**config.mk**
```make
export PLATFORM = sky130hd
export DESIGN_NAME = cache_arbiter_flat
export DESIGN_NICKNAME = d
export VERILOG_FILES = /design/src/rtl/cache_arbiter_if.sv /design/src/rtl/cache_arbiter.sv /design/src/flat_wrapper.sv
export SDC_FILE = /design/constraint.sdc
export NUM_CORES = 1
export LEC_CHECK = 0
export CAP_MARGIN = 25
export CORE_AREA = 2 2 354 356
export DETAILED_ROUTE_END_ITERATION = 8
export DIE_AREA = 0 0 356 358
export HOLD_SLACK_MARGIN = 0.06
export SYNTH_ARGS = -nofsm -noshare
export SYNTH_HDL_FRONTEND = slang
export SYNTH_SLANG_ARGS = --single-unit
```
**constraint.sdc**
```tcl
create_clock -name clk -period 3.85 [get_ports clk]
set_input_delay 0.77 -clock clk [delete_from_list [all_inputs] [get_ports clk]]
set_output_delay 0.77 -clock clk [all_outputs]
set_load 0.005 [all_outputs]
```
**src/rtl/cache_arbiter_if.sv**
```systemverilog
// Wishbone bundle shared by the cache memory ports and the physical-memory port.
// Master drives address/data/strobes; slave returns data, ACK and RTY.
interface wishbone;
  logic [11:0]  ADR;
  logic [127:0] DAT_M;
  logic [127:0] DAT_S;
  logic [15:0]  SEL;
  logic         CYC;
  logic         STB;
  logic         WE;
  logic         ACK;
  logic         RTY;

  modport master (
    output ADR, DAT_M, SEL, CYC, STB, WE,
    input  DAT_S, ACK, RTY
  );

  modport slave (
    input  ADR, DAT_M, SEL, CYC, STB, WE,
    output DAT_S, ACK, RTY
  );
endinterface

```
**src/rtl/cache_arbiter.sv**
```systemverilog
// Round-robin arbiter sharing one Wishbone memory port between the I-cache (port 0)
// and D-cache (port 1); whole-line transactions, saturating per-port grant counters.
module cache_arbiter #(
  parameter int CNT_W = 16
) (
  input  logic             clk,
  input  logic             rst_n,
  wishbone.slave           wb_icache,
  wishbone.slave           wb_dcache,
  wishbone.master          wb_mem,
  output logic [CNT_W-1:0] grant_cnt0,
  output logic [CNT_W-1:0] grant_cnt1
);

  typedef enum logic [1:0] {
    IDLE = 2'd0,
    GNT0 = 2'd1,
    GNT1 = 2'd2
  } state_t;

  state_t           state_q, state_d;
  logic             prio_q, prio_d;
  logic [CNT_W-1:0] cnt0_q, cnt0_d;
  logic [CNT_W-1:0] cnt1_q, cnt1_d;

  logic req0, req1;

  function automatic logic [CNT_W-1:0] sat_inc(input logic [CNT_W-1:0] v);
    return (&v) ? v : v + CNT_W'(1);
  endfunction

  assign req0 = wb_icache.CYC & wb_icache.STB;
  assign req1 = wb_dcache.CYC & wb_dcache.STB;

  always_comb begin
    state_d = state_q;
    prio_d  = prio_q;
    cnt0_d  = cnt0_q;
    cnt1_d  = cnt1_q;
    unique case (state_q)
      IDLE: begin
        if (req0 && req1)  state_d = prio_q ? GNT1 : GNT0;
        else if (req0)     state_d = GNT0;
        else if (req1)     state_d = GNT1;
      end
      GNT0: begin
        // ACK wins over a same-cycle abort
        if (wb_mem.ACK) begin
          state_d = IDLE;
          prio_d  = 1'b1;
          cnt0_d  = sat_inc(cnt0_q);
        end else if (!req0) begin
          state_d = IDLE;
        end
      end
      GNT1: begin
        if (wb_mem.ACK) begin
          state_d = IDLE;
          prio_d  = 1'b0;
          cnt1_d  = sat_inc(cnt1_q);
        end else if (!req1) begin
          state_d = IDLE;
        end
      end
      default: state_d = IDLE;
    endcase
  end

  always_ff @(posedge clk) begin
    if (!rst_n) begin
      state_q <= IDLE;
      prio_q  <= 1'b0;
      cnt0_q  <= '0;
      cnt1_q  <= '0;
    end else begin
      state_q <= state_d;
      prio_q  <= prio_d;
      cnt0_q  <= cnt0_d;
      cnt1_q  <= cnt1_d;
    end
  end

  logic         gnt0, gnt1;
  logic [11:0]  mem_adr;
  logic [127:0] mem_dat;
  logic [15:0]  mem_sel;
  logic         mem_cyc, mem_stb, mem_we;

  assign gnt0 = (state_q == GNT0);
  assign gnt1 = (state_q == GNT1);

  // Downstream is a pure mux on the registered grant, so IDLE never leaks a request
  always_comb begin
    mem_adr = '0;
    mem_dat = '0;
    mem_sel = '0;
    mem_cyc = 1'b0;
    mem_stb = 1'b0;
    mem_we  = 1'b0;
    if (gnt0) begin
      mem_adr = wb_icache.ADR;
      mem_dat = wb_icache.DAT_M;
      mem_sel = wb_icache.SEL;
      mem_cyc = wb_icache.CYC;
      mem_stb = wb_icache.STB;
      mem_we  = wb_icache.WE;
    end else if (gnt1) begin
      mem_adr = wb_dcache.ADR;
      mem_dat = wb_dcache.DAT_M;
      mem_sel = wb_dcache.SEL;
      mem_cyc = wb_dcache.CYC;
      mem_stb = wb_dcache.STB;
      mem_we  = wb_dcache.WE;
    end
  end

  assign wb_mem.ADR   = mem_adr;
  assign wb_mem.DAT_M = mem_dat;
  assign wb_mem.SEL   = mem_sel;
  assign wb_mem.CYC   = mem_cyc;
  assign wb_mem.STB   = mem_stb;
  assign wb_mem.WE    = mem_we;

  assign wb_icache.DAT_S = gnt0 ? wb_mem.DAT_S : '0;
  assign wb_icache.ACK   = gnt0 & wb_mem.ACK;
  assign wb_icache.RTY   = gnt0 ? (req0 & ~wb_mem.ACK) : req0;

  assign wb_dcache.DAT_S = gnt1 ? wb_mem.DAT_S : '0;
  assign wb_dcache.ACK   = gnt1 & wb_mem.ACK;
  assign wb_dcache.RTY   = gnt1 ? (req1 & ~wb_mem.ACK) : req1;

  assign grant_cnt0 = cnt0_q;
  assign grant_cnt1 = cnt1_q;

endmodule

```
**src/flat_wrapper.sv**
```systemverilog
// flat-port wrapper written by rule: the top's interface ports become plain ports
module cache_arbiter_flat 
#(
  parameter int CNT_W = 16
)
  (clk, rst_n, grant_cnt0, grant_cnt1, wb_icache_ADR, wb_icache_DAT_M, wb_icache_SEL, wb_icache_CYC, wb_icache_STB, wb_icache_WE, wb_icache_DAT_S, wb_icache_ACK, wb_icache_RTY, wb_dcache_ADR, wb_dcache_DAT_M, wb_dcache_SEL, wb_dcache_CYC, wb_dcache_STB, wb_dcache_WE, wb_dcache_DAT_S, wb_dcache_ACK, wb_dcache_RTY, wb_mem_ADR, wb_mem_DAT_M, wb_mem_SEL, wb_mem_CYC, wb_mem_STB, wb_mem_WE, wb_mem_DAT_S, wb_mem_ACK, wb_mem_RTY);
  wishbone wb_icache_i ();
  wishbone wb_dcache_i ();
  wishbone wb_mem_i ();
  input  logic clk;
  input  logic rst_n;
  output logic [CNT_W-1:0] grant_cnt0;
  output logic [CNT_W-1:0] grant_cnt1;
  input wire logic [$bits(wb_icache_i.ADR)-1:0] wb_icache_ADR;
  input wire logic [$bits(wb_icache_i.DAT_M)-1:0] wb_icache_DAT_M;
  input wire logic [$bits(wb_icache_i.SEL)-1:0] wb_icache_SEL;
  input wire logic [$bits(wb_icache_i.CYC)-1:0] wb_icache_CYC;
  input wire logic [$bits(wb_icache_i.STB)-1:0] wb_icache_STB;
  input wire logic [$bits(wb_icache_i.WE)-1:0] wb_icache_WE;
  output wire logic [$bits(wb_icache_i.DAT_S)-1:0] wb_icache_DAT_S;
  output wire logic [$bits(wb_icache_i.ACK)-1:0] wb_icache_ACK;
  output wire logic [$bits(wb_icache_i.RTY)-1:0] wb_icache_RTY;
  input wire logic [$bits(wb_dcache_i.ADR)-1:0] wb_dcache_ADR;
  input wire logic [$bits(wb_dcache_i.DAT_M)-1:0] wb_dcache_DAT_M;
  input wire logic [$bits(wb_dcache_i.SEL)-1:0] wb_dcache_SEL;
  input wire logic [$bits(wb_dcache_i.CYC)-1:0] wb_dcache_CYC;
  input wire logic [$bits(wb_dcache_i.STB)-1:0] wb_dcache_STB;
  input wire logic [$bits(wb_dcache_i.WE)-1:0] wb_dcache_WE;
  output wire logic [$bits(wb_dcache_i.DAT_S)-1:0] wb_dcache_DAT_S;
  output wire logic [$bits(wb_dcache_i.ACK)-1:0] wb_dcache_ACK;
  output wire logic [$bits(wb_dcache_i.RTY)-1:0] wb_dcache_RTY;
  output wire logic [$bits(wb_mem_i.ADR)-1:0] wb_mem_ADR;
  output wire logic [$bits(wb_mem_i.DAT_M)-1:0] wb_mem_DAT_M;
  output wire logic [$bits(wb_mem_i.SEL)-1:0] wb_mem_SEL;
  output wire logic [$bits(wb_mem_i.CYC)-1:0] wb_mem_CYC;
  output wire logic [$bits(wb_mem_i.STB)-1:0] wb_mem_STB;
  output wire logic [$bits(wb_mem_i.WE)-1:0] wb_mem_WE;
  input wire logic [$bits(wb_mem_i.DAT_S)-1:0] wb_mem_DAT_S;
  input wire logic [$bits(wb_mem_i.ACK)-1:0] wb_mem_ACK;
  input wire logic [$bits(wb_mem_i.RTY)-1:0] wb_mem_RTY;
  assign wb_icache_i.ADR = wb_icache_ADR;
  assign wb_icache_i.DAT_M = wb_icache_DAT_M;
  assign wb_icache_i.SEL = wb_icache_SEL;
  assign wb_icache_i.CYC = wb_icache_CYC;
  assign wb_icache_i.STB = wb_icache_STB;
  assign wb_icache_i.WE = wb_icache_WE;
  assign wb_icache_DAT_S = wb_icache_i.DAT_S;
  assign wb_icache_ACK = wb_icache_i.ACK;
  assign wb_icache_RTY = wb_icache_i.RTY;
  assign wb_dcache_i.ADR = wb_dcache_ADR;
  assign wb_dcache_i.DAT_M = wb_dcache_DAT_M;
  assign wb_dcache_i.SEL = wb_dcache_SEL;
  assign wb_dcache_i.CYC = wb_dcache_CYC;
  assign wb_dcache_i.STB = wb_dcache_STB;
  assign wb_dcache_i.WE = wb_dcache_WE;
  assign wb_dcache_DAT_S = wb_dcache_i.DAT_S;
  assign wb_dcache_ACK = wb_dcache_i.ACK;
  assign wb_dcache_RTY = wb_dcache_i.RTY;
  assign wb_mem_ADR = wb_mem_i.ADR;
  assign wb_mem_DAT_M = wb_mem_i.DAT_M;
  assign wb_mem_SEL = wb_mem_i.SEL;
  assign wb_mem_CYC = wb_mem_i.CYC;
  assign wb_mem_STB = wb_mem_i.STB;
  assign wb_mem_WE = wb_mem_i.WE;
  assign wb_mem_i.DAT_S = wb_mem_DAT_S;
  assign wb_mem_i.ACK = wb_mem_ACK;
  assign wb_mem_i.RTY = wb_mem_RTY;
  cache_arbiter #(.CNT_W(CNT_W)) u_core (.clk(clk), .rst_n(rst_n), .wb_icache(wb_icache_i), .wb_dcache(wb_dcache_i), .wb_mem(wb_mem_i), .grant_cnt0(grant_cnt0), .grant_cnt1(grant_cnt1));
endmodule
```
# ---- After elaboration in Yosys (flattened, before gate mapping)
# Cells that the tools add are included.
dict set report classes {
  add_sub_neg 2
  eq_ne 7
  muxes 28
  bitwise_logic 9
  reduce_logical 9
}
# cell n
set ops {}
lappend ops {{$mux 128} 4}
lappend ops {{$add 16x1->16 const B} 2}
lappend ops {{$mux 16} 2}
lappend ops {{$reduce_and 16->1} 2}
lappend ops {{$mux 12} 2}
lappend ops {{$mux 2} 8}
lappend ops {{$reduce_and 3->1} 4}
lappend ops {{$mux 1} 10}
lappend ops {{$and 1x1->1} 6}
lappend ops {{$ne 3x3->1 const B} 2}
lappend ops {{$pmux 2 s3} 1}
lappend ops {{$ne 2x2->1 const B} 2}
lappend ops {{$ne 4x1->1 const B} 1}
lappend ops {{$not 1->1} 3}
lappend ops {{$eq 2x1->1 const B} 1}
lappend ops {{$eq 2x2->1 const B} 1}
lappend ops {{$logic_not 2->1} 1}
lappend ops {{$pmux 1 s2} 1}
lappend ops {{$reduce_bool 2->1} 1}
lappend ops {{$logic_and 1x1->1} 1}
dict set report word_totals {
  register_bits 35
  inputBits 450
  out_inout_bits 451
  wordCells 59
}

# ---- Depth between registers and ports, before layout
# Gate-level depths: netlist of run 1.
dict set report logic_depth {
  word_depth 5
  ltp_mapped 7
  depth_no_buf 6
}

# ---- Least setup slack after synthesis of run 1
# No wires, ideal clock.
dict set report synth_timing {
  path_type {flip-flop to output port}
  from {register u_core.state_q[0]}
  to {output wb_mem_SEL[10]}
  t_arrival_ps 1443
  required_ps 3080
  path_slack_ps 1637
  path_stages_with_launch 6
  path_buffers 3
  cell_sequence {dfxtp_1 > nor2b_1 > clkbuf_1 > clkbuf_1 > clkbuf_1 > a22o_1}
}
dict set report synth_via {
  elab_chain_cells 3
  word_cells_on_any_way 4
  cone_classes {eq/ne (2); mux (2)}
}
# element line_no
set synth_lines {}
lappend synth_lines {{start: declaration} cache_arbiter.sv:21} ;# state_t state_q, state_d;
lappend synth_lines {{start signal: assignment} cache_arbiter.sv:76} ;# state_q <= state_d;
lappend synth_lines {{$eq 2x2->1} cache_arbiter.sv:90} ;# assign gnt1 = (state_q == GNT1);
lappend synth_lines {{$mux 16} cache_arbiter.sv:107} ;# end else if (gnt1) begin
lappend synth_lines {{$mux 16 *} cache_arbiter.sv:100} ;# if (gnt0) begin
lappend synth_lines {{end: declaration} flat_wrapper.sv:34} ;# output wire logic [$bits(wb_mem_i.SEL)-1:0] wb_mem_SEL;
# Mark *: on every way between the ends. The rest lies on a longest branch, timed or not.

# ---- Worst setup path after layout of run 1
dict set report layout_timing {
  from {register u_core.state_q[0]}
  to {output wb_mem_DAT_M[4]}
}
dict set report layout_via {
  elab_chain_cells 3
  word_cells_on_any_way 4
  cone_classes {eq/ne (2); mux (2)}
}
# element line_no
set layout_lines {}
lappend layout_lines {{$eq 2x2->1} cache_arbiter.sv:90}
lappend layout_lines {{$mux 128} cache_arbiter.sv:107}
lappend layout_lines {{$mux 128 *} cache_arbiter.sv:100}
lappend layout_lines {{end: declaration} flat_wrapper.sv:33} ;# output wire logic [$bits(wb_mem_i.DAT_M)-1:0] wb_mem_DAT_M;
# Marked as above.

==> results of run 1 <==
-- registers in the layout, summed over array words and instances (netlist names) --
register / flops
u_core.grant_cnt0: 16
u_core.grant_cnt1: 16
u_core.prio_q: 1
u_core.state_q: 2
-- placed cells by master, fill, tap and decap left out, types with 3 or more instances in the layout --
cell             count
or3_1                9
o21ai_0             10
clkbuf_16            5
buf_4               12
and4_1               3
or4_1               10
o31ai_1              9
nand2_1             27
nor3_1               3
nand2b_1             8
nand3_1             10
mux2i_1             10
clkdlybuf4s50_1    894
a21oi_1             21
nand4_1              8
diode_2             21
nor4_1               5
inv_1                5
and2_1             256
buf_12               6
dfxtp_1             35
a22o_1             159
nor2_1              10
-- layout make-up --
type                    instances  share of cell area
clock buffers                   8             0.00962
multi-input cells             587               0.253
inverters                       7             0.00169
repair buffers                912               0.564
well taps                    1637               0.126
diodes                         21             0.00323
flip-flops and latches         35              0.0431
-- report_power, final --
part           total [mW]  internal, mW  switching [mW]
Combinational        1.16         0.740           0.418
Sequential          0.367         0.364         0.00272
Clock               0.428         0.276           0.153
Total                1.95          1.38           0.574
-- per-stage QoR --
step	area, sq um	setup WS (ns)	utilization	total power, mW	cells
finish	16300	0.515	0.132	1.95	3207
global route	16200	0.337	0.132	2.04	3194
CTS	16200	0.421	0.131	1.98	3186
detailed placement	16000	0.649	0.130	1.54	3178
global placement	16000	0.655	0.130	1.54	3178
floorplan	5090	1.64	-	0.589	699
-- how the worst min path moves through the flow --
stage | slack [ns] | cells past startpoint | endpoint
detailed placement | 0.48 | 1 | u_core.state_q[0]
global placement | 0.47 | 1 | u_core.state_q[0]
CTS | 0.49 | 1 | u_core.state_q[0]
finish | 0.49 | 1 | u_core.state_q[0]
floorplan | 0.45 | 1 | u_core.state_q[0]
global route | 0.52 | 1 | u_core.state_q[0]
-- per-layer routing --
| layer | vias up | routed length [um] | global-route usage | share of wire |
|---|---|---|---|---|
| met4 | 132 | 963 | 0.0122 | 0.011 |
| li1 | 4270 | - | - | - |
| met2 | 585 | 36400 | 0.186 | 0.41 |
| met3 | 167 | 19700 | 0.130 | 0.22 |
| met1 | 4491 | 31200 | 0.137 | 0.35 |
| met5 | - | 833 | 0 | 0.0093 |
-- cells by family (layout without fill, tap and decap cells) --
kind of cell | Yosys count | after routing
compound gates | 211 | 211
fa+ha+maj | 2 | 2
buf+inv | 77 | 927
flops | 35 | 35
mux | 10 | 10
other cells | 0 | 21
simple gates | 364 | 364
-- worst reg2reg max path, stage by stage (launching register included) --
cell and delay (ns):
dfxtp_1 0.44, and2b_4 0.45, buf_12 0.31, nand2_2 0.14, clkinv_2 0.14, nand4_1 0.20, nor4_1 0.39, mux2i_1 0.21
==> qor.yml, run 1 <==
power_density_nw_per_um2: 120
outcome: "complete, no violations"
cp-end-kind: "primary output"
drt-total-wl_mm: 89.1
post_cts_resized: 0
peakVddDrop_v: 0.000133
postRouteAntennaNets: 0
clk_root_buffer_cell: "clkbuf_16"
grt_pass1_wl_mm: 105
syn_inst: 699
worstPathArrival_ns: 2.57
cpLargestDelayFamily: "buffers and inverters"
holdCritPathClass: "register to register"
final_layout_size_suffix_gt1_frac: 0.0252
p_leak_nw: 5.34
synth_nets: 1151
synth.top_cell.area_share: 0.314
post-route-period-util: 0.866
synth-warning-count: 0
viasPerCell: 3.01
cts-htree-levels: 2
initial_core_util: 0.0413
fillers: 14100
finalSetupTns_ns: 0
dieArea_sq_um: 127000
critPathCapture: "wb_mem_DAT_M[4]"
synth_compound_area_frac: 0.338
cts.sinks: 35
rrSetupSlack_ns: 1.49
synth-seq-area-share: 0.138
hp-start: "u_core.prio_q"
drc: 0
setup.worst_path.start: "u_core.state_q[0]"
slew_violations: 0
grt_max_degree: 95
die_x_um: 356
critPathRequiredTime_ns: 3.08
period_minus_slack_ns: 3.34
synth_fa_ha_area_frac: 0.00491
clock_skew_ns: 0.00656
synth_commonest_cells: "and2_1, a22o_1, clkbuf_1"
ys.flop_type: "dfxtp_1"
gp_congestion: 0.910
crit_top_cell: "buf_12"
clk_latency_ns: 0.28
portBuffers: 899
synth-xor-area-share: 0
criticalPathCategory: "register to primary output"
synth_most_common_cell: "and2_1"
worstReg2RegEnd: "u_core.grant_cnt1[15]"
grt_usage: 0.129
synth_top_family_by_area: "simple AND/OR/NAND/NOR gates"
tritoncts: "done"
crit_slowest_cell: "clkdlybuf4s50_1"
async_reset_ff_frac: 0
syn_area_sq_um: 5090
antenna_found_initial: 100
num_io_pins: 901
grt_pass1_vias: 8826
hpwl_mm: 82.1
fin_nets: 2000
tightest_slew_ns: 0.821
numCtsBuffers: 5
cts_hold_buf: 0
synth_area_per_cell_sq_um: 7.29
clk_path_buf_depth: 2
yosys.area_share.simple: 0.442
regArea_sq_um: 701
fmax_mhz: 300
worstReg2RegStart: "u_core.state_q[1]"
grt_overflow: 0
worst-path-buf-inv: 3
postCtsSetupBuffers: 0
first_pass_iters: 5
drv_cap: 0
cp_cell_sequence: "nor2b_4, buf_12, buf_12, a22o_1, clkdlybuf4s50_1"
routed-via-count: 9645
maxSlewHeadroom: 0.448
synth_area_leader_cell: "and2_1"
ys_seq_elements: 35
rsz0062_at_grt: "no"
slowest_delay_ns: 0.56
crit_fanout: 94
multi_input_area_sq_um: 4110
yosysUniqueCellTypes: 45
core_area_sq_um: 123000
wire_per_inst_um: 27.8
synth_area_leaders: "and2_1, a22o_1, dfxtp_1, clkbuf_1, a21oi_1"
rows: 129
holdWs_ns: 0.485
clk_pin_slew_ns: 0.06
cp-start-kind: "register"
setup_viol: 0
cp_num_cells: 5
synth_edf_count: 0
die_y_um: 358
r2r_cells: 7
final-hold-violation-count: 0
area_delta_synth_final_pct: 219
synth_mux_area_frac: 0.0196
drt_iter0_drc: 530
Power figures use the tool's default switching activity.
==> run 2: changes to the inputs <==
--- a/config.mk
+++ b/config.mk
@@ -7,6 +7,7 @@
 export LEC_CHECK = 0
 export CAP_MARGIN = 25
 export CORE_AREA = 2 2 354 356
+export CTS_CLUSTER_DIAMETER = 40
 export DETAILED_ROUTE_END_ITERATION = 8
 export DIE_AREA = 0 0 356 358
 export HOLD_SLACK_MARGIN = 0.06
==> results of run 2 <==
Same layout as run 1: the final DEF is identical, and so are final timing and power.
